<file path="config.mk">
export PLATFORM = sky130hd
export DESIGN_NAME = payload_seg_engine_flat
export DESIGN_NICKNAME = d
export VERILOG_FILES = /design/src/rtl/payload_seg_if.sv /design/src/rtl/payload_seg_engine.sv /design/src/flat_wrapper.sv
export SDC_FILE = /design/constraint.sdc
export NUM_CORES = 1
export LEC_CHECK = 0
export ABC_AREA = 1
export CORE_MARGIN = 2
export CORE_UTILIZATION = 54
export DETAILED_ROUTE_END_ITERATION = 8
export PLACE_DENSITY_LB_ADDON = 0.3
export SYNTH_ARGS = -nofsm -noshare
export SYNTH_HDL_FRONTEND = slang
export SYNTH_SLANG_ARGS = --single-unit
</file>
<file path="constraint.sdc">
create_clock -name clk -period 5.1 [get_ports clk]
set_input_delay 1.02 -clock clk [delete_from_list [all_inputs] [get_ports clk]]
set_output_delay 1.02 -clock clk [all_outputs]
set_load 0.03 [all_outputs]
</file>
<file path="src/rtl/payload_seg_if.sv">
// Request/segment stream bundle for payload_seg_engine.
// seg_pad exists only when PAYLOAD_SEG_PAD_EN is defined.
interface payload_seg_if #(
  parameter int LEN_W = 16,
  parameter int SEQ_W = 8
);
  logic             req_valid;
  logic             req_ready;
  logic [LEN_W-1:0] req_bytes;
  logic             abort;
  logic             seg_valid;
  logic             seg_ready;
  logic [LEN_W-1:0] seg_len;
  logic             seg_first;
  logic             seg_last;
  logic [SEQ_W-1:0] seg_idx;
  logic             busy;
  logic             err_zero;
`ifdef PAYLOAD_SEG_PAD_EN
  logic [LEN_W-1:0] seg_pad;

  modport master (
    output req_valid, req_bytes, abort, seg_ready,
    input  req_ready, seg_valid, seg_len, seg_first, seg_last, seg_idx, busy, err_zero, seg_pad
  );
  modport slave (
    input  req_valid, req_bytes, abort, seg_ready,
    output req_ready, seg_valid, seg_len, seg_first, seg_last, seg_idx, busy, err_zero, seg_pad
  );
`else
  modport master (
    output req_valid, req_bytes, abort, seg_ready,
    input  req_ready, seg_valid, seg_len, seg_first, seg_last, seg_idx, busy, err_zero
  );
  modport slave (
    input  req_valid, req_bytes, abort, seg_ready,
    output req_ready, seg_valid, seg_len, seg_first, seg_last, seg_idx, busy, err_zero
  );
`endif
endinterface

</file>
<file path="src/rtl/payload_seg_engine.sv">
// Splits a transfer byte count into per-frame payload lengths with tail balancing.
// Optional macro PAYLOAD_SEG_PAD_EN adds seg_pad (bytes needed to reach MIN_PAYLOAD).
module payload_seg_engine #(
  parameter int LEN_W          = 16,
  parameter int MAX_PAYLOAD    = 1500,
  parameter int BALANCE_MARGIN = 100,
  parameter int MIN_PAYLOAD    = 46,
  parameter int SEQ_W          = 8
) (
  input logic          clk,
  input logic          rst_n,
  payload_seg_if.slave bus
);

  typedef enum logic {IDLE, SEG} state_t;

  localparam logic [LEN_W-1:0] MAX_LEN = LEN_W'(MAX_PAYLOAD);
  localparam logic [LEN_W-1:0] BAL_TH  = LEN_W'(MAX_PAYLOAD + BALANCE_MARGIN);
  localparam logic [LEN_W-1:0] MIN_LEN = LEN_W'(MIN_PAYLOAD);

  // Remaining counts just above one frame are halved so the tail is never a runt.
  function automatic logic [LEN_W-1:0] seg_len_fn(input logic [LEN_W-1:0] rem);
    if (rem > BAL_TH)       return MAX_LEN;
    else if (rem > MAX_LEN) return rem >> 1;
    else                    return rem;
  endfunction

  function automatic logic [LEN_W-1:0] pad_len_fn(input logic [LEN_W-1:0] len);
    return (len < MIN_LEN) ? (MIN_LEN - len) : '0;
  endfunction

  state_t           state, state_nx;
  logic [LEN_W-1:0] remain;
  logic [SEQ_W-1:0] idx;
  logic             first;
  logic             err_zero_q;
  logic [LEN_W-1:0] len_cur;
  logic             last_cur;
  logic             req_go, req_zero, seg_hs;

  assign len_cur  = seg_len_fn(remain);
  assign last_cur = ((remain - len_cur) == '0);

  always_ff @(posedge clk) begin
    if (!rst_n) state <= IDLE;
    else        state <= state_nx;
  end

  always_comb begin
    state_nx      = state;
    req_go        = 1'b0;
    req_zero      = 1'b0;
    seg_hs        = 1'b0;
    bus.req_ready = 1'b0;
    bus.seg_valid = 1'b0;
    bus.busy      = 1'b0;
    bus.seg_len   = '0;
    bus.seg_first = 1'b0;
    bus.seg_last  = 1'b0;
    bus.seg_idx   = '0;
    bus.err_zero  = err_zero_q;
    case (state)
      IDLE: begin
        bus.req_ready = 1'b1;
        req_go        = bus.req_valid && (bus.req_bytes != '0);
        req_zero      = bus.req_valid && (bus.req_bytes == '0);
        if (req_go) state_nx = SEG;
      end
      SEG: begin
        bus.seg_valid = 1'b1;
        bus.busy      = 1'b1;
        bus.seg_len   = len_cur;
        bus.seg_first = first;
        bus.seg_last  = last_cur;
        bus.seg_idx   = idx;
        seg_hs        = bus.seg_ready;
        if (seg_hs && last_cur) state_nx = IDLE;
      end
    endcase
    // Abort overrides everything except reset; a same-cycle handshake is still delivered.
    if (bus.abort) begin
      state_nx = IDLE;
      req_go   = 1'b0;
      req_zero = 1'b0;
    end
  end

`ifdef PAYLOAD_SEG_PAD_EN
  assign bus.seg_pad = (state == SEG) ? pad_len_fn(len_cur) : '0;
`endif

  always_ff @(posedge clk) begin
    if (!rst_n || bus.abort) begin
      remain     <= '0;
      idx        <= '0;
      first      <= 1'b0;
      err_zero_q <= 1'b0;
    end else begin
      err_zero_q <= req_zero;
      if (req_go) begin
        remain <= bus.req_bytes;
        idx    <= '0;
        first  <= 1'b1;
      end else if (seg_hs) begin
        remain <= remain - len_cur;
        idx    <= idx + SEQ_W'(1);
        first  <= 1'b0;
      end
    end
  end

endmodule

</file>
<file path="src/flat_wrapper.sv">
// flat-port wrapper written by rule: the top's interface ports become plain ports
module payload_seg_engine_flat 
#(
  parameter int LEN_W          = 16,
  parameter int MAX_PAYLOAD    = 1500,
  parameter int BALANCE_MARGIN = 100,
  parameter int MIN_PAYLOAD    = 46,
  parameter int SEQ_W          = 8
)
  (clk, rst_n, bus_req_valid, bus_req_bytes, bus_abort, bus_seg_ready, bus_req_ready, bus_seg_valid, bus_seg_len, bus_seg_first, bus_seg_last, bus_seg_idx, bus_busy, bus_err_zero);
  payload_seg_if #(.LEN_W(LEN_W), .SEQ_W(SEQ_W)) bus_i ();
  input logic clk;
  input logic rst_n;
  input wire logic [$bits(bus_i.req_valid)-1:0] bus_req_valid;
  input wire logic [$bits(bus_i.req_bytes)-1:0] bus_req_bytes;
  input wire logic [$bits(bus_i.abort)-1:0] bus_abort;
  input wire logic [$bits(bus_i.seg_ready)-1:0] bus_seg_ready;
  output wire logic [$bits(bus_i.req_ready)-1:0] bus_req_ready;
  output wire logic [$bits(bus_i.seg_valid)-1:0] bus_seg_valid;
  output wire logic [$bits(bus_i.seg_len)-1:0] bus_seg_len;
  output wire logic [$bits(bus_i.seg_first)-1:0] bus_seg_first;
  output wire logic [$bits(bus_i.seg_last)-1:0] bus_seg_last;
  output wire logic [$bits(bus_i.seg_idx)-1:0] bus_seg_idx;
  output wire logic [$bits(bus_i.busy)-1:0] bus_busy;
  output wire logic [$bits(bus_i.err_zero)-1:0] bus_err_zero;
  assign bus_i.req_valid = bus_req_valid;
  assign bus_i.req_bytes = bus_req_bytes;
  assign bus_i.abort = bus_abort;
  assign bus_i.seg_ready = bus_seg_ready;
  assign bus_req_ready = bus_i.req_ready;
  assign bus_seg_valid = bus_i.seg_valid;
  assign bus_seg_len = bus_i.seg_len;
  assign bus_seg_first = bus_i.seg_first;
  assign bus_seg_last = bus_i.seg_last;
  assign bus_seg_idx = bus_i.seg_idx;
  assign bus_busy = bus_i.busy;
  assign bus_err_zero = bus_i.err_zero;
  payload_seg_engine #(.LEN_W(LEN_W), .MAX_PAYLOAD(MAX_PAYLOAD), .BALANCE_MARGIN(BALANCE_MARGIN), .MIN_PAYLOAD(MIN_PAYLOAD), .SEQ_W(SEQ_W)) u_core (.clk(clk), .rst_n(rst_n), .bus(bus_i));
endmodule
</file>
---- Yosys cells after proc, flatten, opt, wreduce, memory -nomap -nowiden ----
Index checks and enable logic that the tools add are counted.
operators by class
  add/subtract/negate cells ............... 2
  multiply operators ...................... 0
  div/mod/pow operators ................... 0
  order comparisons ....................... 2
  equality and inequality tests ........... 0
  shift-type cells ........................ 0
  mux-type cells .......................... 18
  bitwise gates (word level) .............. 2
  reduce and logical (&&, ||, !) cells .... 12
operators by type and width
  kind                                                                    number
  16-bit two-way mux                                                      5
  16-bit by 11-bit > comparator with 1-bit output, second input constant  2
  16-bit logical NOT                                                      2
  16-bit nonzero test                                                     1
  16-bit subtractor                                                       1
  1-bit two-way mux                                                       11
  8-bit by 1-bit adder with 8-bit output, second input constant           1
  8-bit two-way mux                                                       1
  2-bit OR reduction                                                      2
  1-bit logical AND                                                       3
  3-bit OR reduction                                                      1
  1-bit inverter                                                          2
  1-bit one-hot mux with 2 select lines                                   1
  2-bit nonzero test                                                      1
  1-bit logical NOT                                                       1
  1-bit logical OR                                                        1
word-level totals
  register bits ........................... 27
  bits in latches ......................... 0
  bits in writable memories ............... 0
  bits in read-only memories .............. 0
  input bits .............................. 21
  output and inout port bits .............. 30
  logic and storage cells ................. 41
  memories ................................ 0

---- Depth between registers and ports, before layout ----
  depth after elaboration ................. 8
  mapped depth ............................ 27

---- Least setup slack after synthesis ----
Ideal clock, no wire load.
  kind .................................... register to output
  start point ............................. register u_core.remain[2]
  end point ............................... output port bus_seg_last
  arrival time ............................ 3.228 ns
  data required time ...................... 4.080 ns
  path slack .............................. 0.852 ns
  stages on the path, launching flop included .. 19
  path buffers ............................ 1
  path through ............................ dfxtp_1 inv_2 nor4_4 nand3_1 nand2_4 buf_12 nor2_4 nor3_1 ha_1 inv_1 fa_1 or2_2 nor2_1 nand3_1 nor2_1 nand3_1 nor3_1 nand4_1 nor2_1
between the ends
  longest elaborated chain between the ends .. 6
ends and longest elaborated chain
  element                                          RTL line                   text
  start, declared                                  payload_seg_engine.sv:33   logic [LEN_W-1:0] remain;
  start signal, assigned                           payload_seg_engine.sv:101  remain <= bus.req_bytes;
  start signal, assigned                           payload_seg_engine.sv:105  remain <= remain - len_cur;
  16-bit by 11-bit > comparator with 1-bit output  payload_seg_engine.sv:24   else if (rem > MAX_LEN) return rem >> 1;
  16-bit two-way mux                               payload_seg_engine.sv:24
  16-bit two-way mux                               payload_seg_engine.sv:23   if (rem > BAL_TH) return MAX_LEN;
  16-bit subtractor (*)                            payload_seg_engine.sv:42   assign last_cur = ((remain - len_cur) == '0);
  16-bit logical NOT (*)                           payload_seg_engine.sv:42
  1-bit two-way mux (*)                            payload_seg_engine.sv:62   case (state)
  end, declared                                    flat_wrapper.sv:22         output wire logic [$bits(bus_i.seg_last)-1:0] bus_seg_last;
Mark *: on every way between the ends. The rest lies on a longest branch, timed or not.

---- Worst setup path in the final report ----
  start point ............................. register u_core.remain[4]
  end point ............................... output port bus_seg_last
Same word-level chain as after synthesis.

==> flow_metrics.py <==
metrics = {
    "outcome": {
        "status": "finished clean",
    },
    "timing": {
        "worstMarginPinSlew_ns": 0.598,
        "slew_headroom_pct": 60.1,
        "skew_ns": 0.00751,
        "finalHoldViolCount": 0,
        "setup_viol": 0,
        "fmax_mhz": 210,
        "fin_tns_setup_ns": 0,
        "post-route-period-util_pct": 93.3,
        "maxSlewViolCount": 0,
        "layout_setup_ws_ns": 0.340,
        "finalCriticalPeriod_ns": 4.76,
    },
    "detailed_routing": {
        "drcViolationCount": 0,
        "wl_um": 7390,
        "wire_per_inst_um": 12.4,
        "detail_route.vias_per_cell": 5.14,
        "vias": 3066,
        "first_pass_iters": 5,
        "drtIter0Drc": 178,
        "drtAntennaViolNets": 0,
    },
    "cells_and_area": {
        "final_util_pct": 66.4,
        "drive_above_1_share_pct": 10.2,
        "nNetsFinal": 566,
        "nFillCells": 488,
        "insertedDiodeCount": 0,
        "area_growth_pct": 19.6,
    },
    "worst_setup_path": {
        "path_class": "reg2out",
        "required_ns": 4.08,
        "critPathTopFamily": "simple AND/OR/NAND/NOR gates",
        "slowest_stage": "dfxtp_1",
        "cp_cell_sequence": "inv_1 > nor4_4 > nand3_1 > nand2_8 > inv_2 > nor2_2 > nor3_1 > ha_1 > inv_1 > fa_1 > or2_2 > nor2_1 > nand3_1 > nor2_1 > nand3_1 > nor3_1 > nand4_1 > nor2_2 > buf_4",
        "reg2regPathDepth": 19,
        "worst-path-max-fanout": 11,
        "end_kind": "output port",
        "path_depth": 19,
        "crit_top_cell": "nand3_1",
        "startpoint_type": "flip-flop",
        "max_stage_delay_ns": 0.45,
        "path_buf_inv": 4,
        "ff2ff_setup_slack_ns": 1.69,
        "worst_ep_arrival_time_ns": 3.74,
    },
    "yosys": {
        "synthTopCellsByCount": "nand2_1, inv_1, nor2_1, nand3_1, dfxtp_1",
        "synth.area.top_cells": "nand2_1, dfxtp_1, inv_1, ha_1, nor2_1",
        "synth_cells": 481,
        "ys_seq_elements": 27,
        "synth_edf_count": 0,
        "synth-main-ff-cell": "dfxtp_1",
        "avgSynthCellArea_um2": 5.82,
        "seq_area_frac_synth_pct": 19.3,
        "yosys.area.top_type_share_pct": 21.6,
        "yosysTopAreaCell": "nand2_1",
        "syn_area_mm2": 0.00280,
        "ys_types": 41,
        "async_flop_share_pct": 0,
        "yosys_warnings": 0,
        "yosys.cell_count.top_type": "nand2_1",
    },
    "placement": {
        "portBuffers": 45,
        "place_ws_ns": 0.141,
        "dpl.hpwl_um": 6170,
        "place.gp.congestion": 0.921,
    },
    "power_and_ir_drop": {
        "power.total_mw": 0.716,
        "p_leak_nw": 1.64,
        "irDropWorstVdd_v": 0.000152,
        "powerDensity_mw_per_mm2": 214,
    },
    "floorplanning": {
        "rows": 26,
        "start_util_pct": 55.5,
        "ios": 51,
        "die_h_um": 76.0,
        "die_area_mm2": 0.00577,
        "die_w_um": 76.0,
        "core-area_mm2": 0.00504,
    },
    "clock_tree": {
        "clk_latency_ns": 0.27,
        "cts_tree": "built",
        "cts_made_buffers": 3,
        "clk_transition_reported_paths_ns": 0.09,
        "htreeDepth": 1,
        "cts.sinks": 27,
        "post_cts_buffers": 0,
        "cts_hold_buffers": 0,
        "cts_root_buf": "clkbuf_8",
        "cts_buffer_depth": 2,
    },
    "grt": {
        "grt_pass1_vias": 2865,
        "grt.total_usage_pct": 26.3,
        "grt.overflow.total": 0,
        "grt_max_degree": 17,
        "antenna_found_initial": 0,
        "grt_pass1_wl_um": 12600,
    },
    "min_path": {
        "hp-class": "reg2reg",
        "hold_depth": 2,
    },
    "flow_run": {
        "drv_cap": 0,
    },
}
worst paths after layout:
kind                                 startpoint                        end
setup reg to reg  u_core.remain[4]$_SDFFE_PP0P_    u_core.state$_SDFF_PP0_
hold reg to reg       u_core.first$_SDFFE_PP0P_  u_core.first$_SDFFE_PP0P_
hold / removal        u_core.first$_SDFFE_PP0P_  u_core.first$_SDFFE_PP0P_
setup / recovery  u_core.remain[4]$_SDFFE_PP0P_               bus_seg_last
cell families after synthesis:
| logic type | count (synthesis) | share of synthesized area, % |
|---|---|---|
| AND/OR/NAND/NOR | 289 | 46.2 |
| buffers and inverters | 97 | 14.7 |
| AO/OA/AOI/OAI | 45 | 10.5 |
| flip-flops | 27 | 19.3 |
| adder cells (fa/ha/maj) | 17 | 7.87 |
| XOR/XNOR | 4 | 1.25 |
| other | 2 | 0.268 |
registers in the layout, summed over array words and instances, names as in the netlist:
name,cells
u_core.bus.err_zero,1
u_core.first,1
u_core.idx,8
u_core.remain,16
u_core.state,1
report_power, final:
| group | total, mW | internal (mW) | switching, mW | leakage [nW] |
|---|---|---|---|---|
| sequential | 0.223 | 0.216 | 0.00711 | 0.219 |
| clock | 0.122 | 0.0560 | 0.0662 | 0.0228 |
| combinational | 0.371 | 0.126 | 0.245 | 1.40 |
worst register-to-register path: cells and delay by family (launching register included):
kind | cells | cell delay [ns]
flops | 1 | 0.45
fa+ha+maj | 2 | 0.64
simple gates | 13 | 1.79
buf+inv | 3 | 0.33
compound gates | 1 | 0.07
per-layer routing:
| metal | vias up | routed length (µm) | global-route usage (%) |
|---|---|---|---|
| met2 | 98 | 3700 | 47.5 |
| met5 | - | 0 | 0 |
| met3 | 20 | 430 | 3.79 |
| met1 | 1359 | 3040 | 31.8 |
| met4 | 0 | 223 | 9.45 |
| li1 | 1589 | - | - |
layout make-up:
cell class	instances	area [µm²]	area share, %
inverter	84	315	9.42
timing repair buffer	48	470	14.1
multi-input combinational	364	1890	56.4
clock buffer	4	45.0	1.35
sequential	27	541	16.2
tap	70	87.6	2.62
cells in the final DEF, fill, tap and decap left out, types with 5 or more instances in the layout:
cell type,count
a21oi_2,5
clkdlybuf4s50_1,44
a31oi_1,12
o21ai_2,5
nand3_1,28
nand2_2,7
nor2_2,12
conb_1,9
inv_1,75
nand2_1,161
a21oi_1,12
ha_1,16
inv_2,9
nand4_1,9
dfxtp_1,27
nor3_1,5
nor2_1,47
what timing repair did:
item / in CTS / in global routing
resized for setup: 1 / 8
endpoints found under the setup margin: 1 / 1
cloned: 0 / 0
metrics by stage:
stage,cells,area (µm²),hold WS (ns)
floorplan,488,2820,0.446
global placement,593,3290,0.462
detailed placement,593,3290,0.465
CTS,597,3330,0.480
global route,597,3350,0.504
finish,597,3350,0.478
No activity file was read; power rests on OpenSTA's default activity.
